File: config.mk
export PLATFORM = sky130hd
export DESIGN_NAME = imp_rx
export DESIGN_NICKNAME = d
export VERILOG_FILES = /design/src/rtl/imp_rx.sv
export SDC_FILE = /design/constraint.sdc
export NUM_CORES = 1
export LEC_CHECK = 0
export ABC_AREA = 1
export CORE_AREA = 10 10 50 52
export CTS_BUF_LIST = sky130_fd_sc_hd__clkbuf_8 sky130_fd_sc_hd__clkbuf_16
export DETAILED_ROUTE_END_ITERATION = 10
export DIE_AREA = 0 0 60 62
export PLACE_DENSITY_LB_ADDON = 0.3
export SYNTH_ARGS = -nofsm -noshare
export SYNTH_HDL_FRONTEND = slang
export SYNTH_SLANG_ARGS = --single-unit
export TNS_END_PERCENT = 50
File: constraint.sdc
create_clock -name clk -period 1.35 [get_ports clk]
set_input_delay 0.27 -clock clk [delete_from_list [all_inputs] [get_ports clk]]
set_output_delay 0.27 -clock clk [all_outputs]
set_load 0.05 [all_outputs]
File: src/rtl/imp_rx.sv
// Pulse-line receiver: synchronizes imp, measures each high pulse in clk cycles, flags over-long pulses.
// Optional IMP_RX_CNT_EN adds a saturating ok_cnt output counting pulses that matched EXP_LEN.
module imp_rx #(
    parameter int EXP_LEN = 3,
    parameter int MAX_LEN = 15,
    parameter int CW      = 4
) (
    input  logic          clk,
    input  logic          rst,
    input  logic          imp,
    output logic          done,
    output logic [CW-1:0] len,
    output logic          ok,
    output logic          err_long
`ifdef IMP_RX_CNT_EN
    ,
    output logic [7:0]    ok_cnt
`endif
);

    localparam logic [CW-1:0] MAXC = CW'(MAX_LEN);
    localparam logic [CW-1:0] EXPC = CW'(EXP_LEN);

    typedef enum logic [1:0] {WAIT_LOW, IDLE, HIGH, OVF} state_t;

    state_t        state, state_n;
    logic          s1, imp_s;
    logic [CW-1:0] cnt, cnt_n, len_n;
    logic          done_n, ok_n, err_n;

    // Sync flops reset high so a line already asserted at reset is not a fresh pulse.
    always_ff @(posedge clk) begin
        if (rst) begin
            s1       <= 1'b1;
            imp_s    <= 1'b1;
            state    <= WAIT_LOW;
            cnt      <= '0;
            done     <= 1'b0;
            len      <= '0;
            ok       <= 1'b0;
            err_long <= 1'b0;
        end else begin
            s1       <= imp;
            imp_s    <= s1;
            state    <= state_n;
            cnt      <= cnt_n;
            done     <= done_n;
            len      <= len_n;
            ok       <= ok_n;
            err_long <= err_n;
        end
    end

    always_comb begin
        state_n = state;
        cnt_n   = cnt;
        len_n   = len;
        done_n  = 1'b0;
        ok_n    = 1'b0;
        err_n   = 1'b0;
        case (state)
            WAIT_LOW: if (!imp_s) state_n = IDLE;
            IDLE: begin
                if (imp_s) begin
                    cnt_n   = CW'(1);
                    state_n = HIGH;
                end
            end
            HIGH: begin
                if (!imp_s) begin
                    done_n  = 1'b1;
                    len_n   = cnt;
                    ok_n    = (cnt == EXPC);
                    state_n = IDLE;
                end else if (cnt == MAXC) begin
                    // Counter stops at MAX_LEN; the extra cycle is the overflow.
                    err_n   = 1'b1;
                    state_n = OVF;
                end else begin
                    cnt_n = cnt + CW'(1);
                end
            end
            OVF: if (!imp_s) state_n = IDLE;
            default: state_n = WAIT_LOW;
        endcase
    end

`ifdef IMP_RX_CNT_EN
    always_ff @(posedge clk) begin
        if (rst)
            ok_cnt <= 8'd0;
        else if (done && ok && ok_cnt != 8'hFF)
            ok_cnt <= ok_cnt + 8'd1;
    end
`endif

endmodule

## Word-level counts from Yosys, hierarchy flattened

Index checks and enable logic that the tools add are counted.

| word-level totals | value |
|---|---|
| bits in registers | 15 |
| input port bits | 3 |
| output and inout port bits | 7 |
| logic and storage cells | 41 |

| operators by class | value |
|---|---|
| add/sub/neg operators | 1 |
| equal/unequal tests | 10 |
| multiplexer cells | 11 |
| bitwise logic cells | 2 |
| reduce and logical (&&, ||, !) cells | 9 |

Operator list:

| operator | count |
|---|---|
| $mux 4 | 3 |
| $mux 2 | 4 |
| $ne 2x2->1 const B | 4 |
| $pmux 4 s2 | 1 |
| $pmux 2 s3 | 1 |
| $reduce_or 3->1 | 2 |
| $add 4x1->4 const B | 1 |
| $eq 2x2->1 const B | 2 |
| $eq 4x2->1 const B | 1 |
| $eq 4x4->1 const B | 1 |
| $reduce_and 4->1 | 1 |
| $reduce_or 2->1 | 2 |
| $ne 3x3->1 const B | 1 |
| $reduce_and 3->1 | 1 |
| $eq 2x1->1 const B | 1 |
| $logic_not 2->1 | 1 |
| $mux 1 | 2 |
| $not 1->1 | 2 |
| $reduce_and 2->1 | 1 |
| $reduce_bool 2->1 | 1 |

## Depth between registers and ports, before layout

| depth | value |
|---|---|
| depth in word-level cells | 4 |
| mapped depth | 9 |
| mapped depth without buffers | 9 |

## Worst setup path after synthesis

No wires, ideal clock.

| path | value |
|---|---|
| kind | flip-flop to flip-flop |
| start | register state[0] |
| end | register cnt[3] |
| library setup time | 115 ps |
| arrival time | 1,033 ps |
| data required time | 1,235 ps |
| path slack | 202 ps |
| stages on the path, launching flop included | 9 |
| period minus slack after synthesis | 1,148 ps |
| cells stage by stage | dfxtp_1 inv_1 ha_1 nand2_1 inv_1 nand2_4 nand2_4 a21oi_1 nor2_1 |

| between the ends | value |
|---|---|
| longest elaborated chain between the ends | 3 |
| elaborated cells between the ends (all ways) | 8 |
| classes of those cells | 5 x eq/ne; 1 x mux; 2 x reduce/logical |

Ends and longest elaborated chain:

| element | line | source |
|---|---|---|
| from (decl) | 26 | `state_t state, state_n;` |
| from (signal assigned) | 45 | `state <= state_n;` |
| $eq 2x2->1 / $eq 2x1->1 (equally long branches) | 61 | `case (state)` |
| $ne 2x2->1 (no source line) / $reduce_bool 2->1 (equally long branches) | n/a |  |
| $reduce_and 4->1 (no source line) | n/a |  |
| to (signal assigned) | 46 | `cnt <= cnt_n;` |
| to (decl) | 28 | `logic [CW-1:0] cnt, cnt_n, len_n;` |

Parallel ways exist; a longest one is shown, timed or not.
A chain may end at the register's enable or synchronous reset.

## Worst setup path in the final report

| path | value |
|---|---|
| start | register cnt[1] |
| end | register cnt[1] |

| between the ends | value |
|---|---|
| longest elaborated chain between the ends | 4 |
| elaborated cells between the ends (all ways) | 7 |
| classes of those cells | 1 x add/sub; 2 x eq/ne; 3 x mux; 1 x reduce/logical |

Ends and longest elaborated chain:

| element | line | source |
|---|---|---|
| $add 4x1->4 | 80 | `cnt_n = cnt + CW'(1);` |
| $mux 4 | 75 | `end else if (cnt == MAXC) begin` |
| $mux 4 | 70 | `if (!imp_s) begin` |
| $pmux 4 s2 | 61 |  |

Parallel ways exist; a longest one is shown, timed or not. The select of a mux whose other input is x is not followed.

==> metrics.md <==
| Metric | Value |
|---|---|
| Slew @ Worst Pin | `249.3 ps` |
| Final GP Congestion | `between 0.7 and 0.8` |
| N_diodes | `0` |
| Pwr dens | `between 1500 and 2000 mW/mm2` |
| Total Routed Length | `around 1.3 mm` |
| Total CTS buffers | `3` |
| CTS tree | `built` |
| Synth Register Bits | `15` |
| Final Hold Viols | `0` |
| Final Cycle Share | `a little over nine tenths` |
| P_sw | `just under 0.0005 W` |
| I/O Buffers | `9` |
| GRT Overall Usage | `8.555%` |
| Layout cells sized above 1 | `between 20% and 30%` |
| Placed wire-length estimate | `954.4 um` |
| # nets final | `106` |
| Root Driver | `clkbuf_8` |
| Antenna violations before repair | `0` |
| Initial DRT Pass Iterations | `4` |
| DR vias | `549` |
| Clock skew | `approximately 1.9 ps` |
| Sequential fraction of the synthesis area | `46.07%` |
| Seq pwr share | `39.1%` |
| Hold Buf Count CTS | `0` |
| Routed len/inst | `around 12 um` |
| Crit path DAT | `approximately 1500 ps` |
| First-pass GRT wire length | `2.394 mm` |
| Clock power frac | `25.5%` |
| Yosys top cell area share | `a little under half` |
| Top cells by area, synth | `dfxtp_1, ha_1, inv_1, nand2_1, nor2_1` |
| GR Overflow Total | `0` |
| Area of the core | `roughly 0.0016 mm2` |
| Synth area leader | `dfxtp_1` |
| Htree depth | `1` |
| RSZ-0062 raised after global routing | `yes` |
| Fmax | `around 0.79 GHz` |
| Max Cap Viol | `0` |
| Static Leak | `0.4132 nW` |
| Final Util | `approximately 56%` |
| Cell variety after synth | `16` |
| Synth Area per Inst | `around 8 um2` |
| Initial DRC count | `9` |
| Outcome | `complete, no violations` |
| Critical path class | `reg2reg` |
| Min Hold Slack | `~410 ps` |
| Syn Inst Count | `83` |
| Die Area | `between 0.003 and 0.004 mm2` |
| P&R area growth vs syn | `38.96%` |
| Die Wd | `60 um` |
| Final setup violation count | `0` |
| Largest net degree at the start of global routing | `9` |
| Starting Density | `roughly 40%` |
| Switching Fraction | `roughly 36%` |
| Post-synth top cells | `dfxtp_1, inv_1, nand2_1, nor2_1` |
| Ys flop type | `dfxtp_1` |
| Post-Syn Area | `about 650 um2` |
| Critical path required time | `~1500 ps` |
| Vias in the first global route | `about 580` |
| Io pins | `10` |
| CTS Buffer Depth | `2` |
| # rows | `15` |
| Inst Count DP | `~110` |
| Comb power frac | `a little over a third` |
| EDFF count, synth | `0` |
| Clock Sinks | `15` |
| HP Class | `reg2reg` |
| DR vias/cell | `around 4.8` |
| Synth Warn # | `0` |
| FFs w/ async S/R, synth | `0%` |
| Worst Setup Start Kind | `flop` |
| Slew Viols, Final | `0` |
| Worst-Skew Late Latency | `250 ps` |
| P_int | `between 0.0008 and 0.0009 W` |
| Count leader, synth | `dfxtp_1` |
| Worst VDD drop | `0.9745 mV` |
| DRT antenna net count | `0` |
| Final std cells w/o fill | `~120` |
| Max_slew headroom | `between 80 and 90%` |
| Reg clk slew, reported paths | `about 60 ps` |
| Post-synthesis net count | `90` |
| Critical-path maximum fanout | `5` |
| Minimum clock period | `1266 ps` |
| Die Ht | `between 60 and 70 um` |
| # Post-CTS Setup Buffers | `0` |
| Drt drc | `0` |
| Worst Setup End Kind | `flop` |
-- per-stage QoR --
stage                     instance area [um2]  worst slack, ps  power [W]  setup TNS, ps
after global placement                  848.3            102.2   0.001009              0
after CTS                               893.4            35.86   0.001384              0
after floorplan                         651.9            201.9  0.0009085              0
after global routing                    905.9           -31.27   0.001496         -72.71
final                                   905.9            84.30   0.001387              0
after detailed placement                848.3            51.89   0.001025              0
-- final cells by class --
cell class / instances / area (um2)
clock inverters: 1 / 3.754
repair buffers: 11 / 175.2
clock buffers: 3 / 41.29
flip-flops and latches: 15 / 301.5
well taps: 17 / 21.27
multi-input cells: 54 / 310.3
fillers: 145 / 708.2
inverters: 14 / 52.55
-- final timing paths --
kind                              from      to  slack [ps]  cells past startpoint
worst min-delay path                s1   imp_s         410                      1
worst max register to register  cnt[1]  cnt[1]          80                      7
worst max-delay path            cnt[1]  cnt[1]          80                      7
worst min register to register      s1   imp_s         410                      1
-- state kept, by name, summed over array words and instances (netlist names) --
register  cells
err_long      1
len           4
cnt           4
state         2
s1            1
imp_s         1
ok            1
done          1
-- routing by layer --
metal  up-vias  global-route usage [%]  part of all wire [%]
met5         -                       0                     0
met2        11                   13.53                    45
met4         0                   5.769                   3.1
met1       241                   9.186                    46
li1        292                       -                     -
met3         5                   3.455                   6.1
-- worst max-delay path, cell delays in order (launching register included) --
cell     delay (ps)
dfxtp_1         400
ha_2            250
nand3_2         130
nand2_4         120
nand2_4          70
inv_2            60
nand2_2          40
a21oi_2         120
-- kinds of logic (layout without fill, tap and decap cells) --
logic type	after synthesis	count (layout)	share of synthesized area, %
and+or+nand+nor	40	40	29.94
DFF	15	15	46.07
adders and majority gates	4	4	7.678
AOI/OAI and AO/OA	10	10	8.253
buffers and inverters	14	29	8.061
-- cells in the final DEF, fill, tap and decap left out --
cell type        netlist  final
ha_2                   0      1
or2_2                  2      2
inv_1                 13     14
nor2_2                 0      1
nor4_2                 0      1
inv_2                  1      1
dfxtp_2                0      1
nand2_4                2      2
nand2_2                1      1
nor3_1                 1      1
a21oi_2                1      1
clkbuf_8               0      3
nand3_2                2      2
ha_1                   4      3
o21ai_0                5      5
buf_4                  0      2
nand2_1               13     13
clkdlybuf4s50_1        0      2
nand3_1                5      5
a21oi_1                4      4
dfxtp_1               15     14
nor2_1                13     12
buf_12                 0      7
-- power by group through the flow --
stage               combinational (W)  sequential [W]  clock [W]
global placement             0.000463        0.000546          0
floorplan                    0.000352        0.000557          0
CTS                          0.000487        0.000538   0.000359
global route                 0.000561        0.000550   0.000384
detailed placement           0.000479        0.000546          0
finish                       0.000491        0.000542   0.000354
-- repair_timing --
action / 4_1_cts / 5_1_grt
hold endpoints to repair: 0 / 0
resized for setup: 0 / 4
setup endpoints to repair: 0 / 9
(Power assumes the default switching activity.)
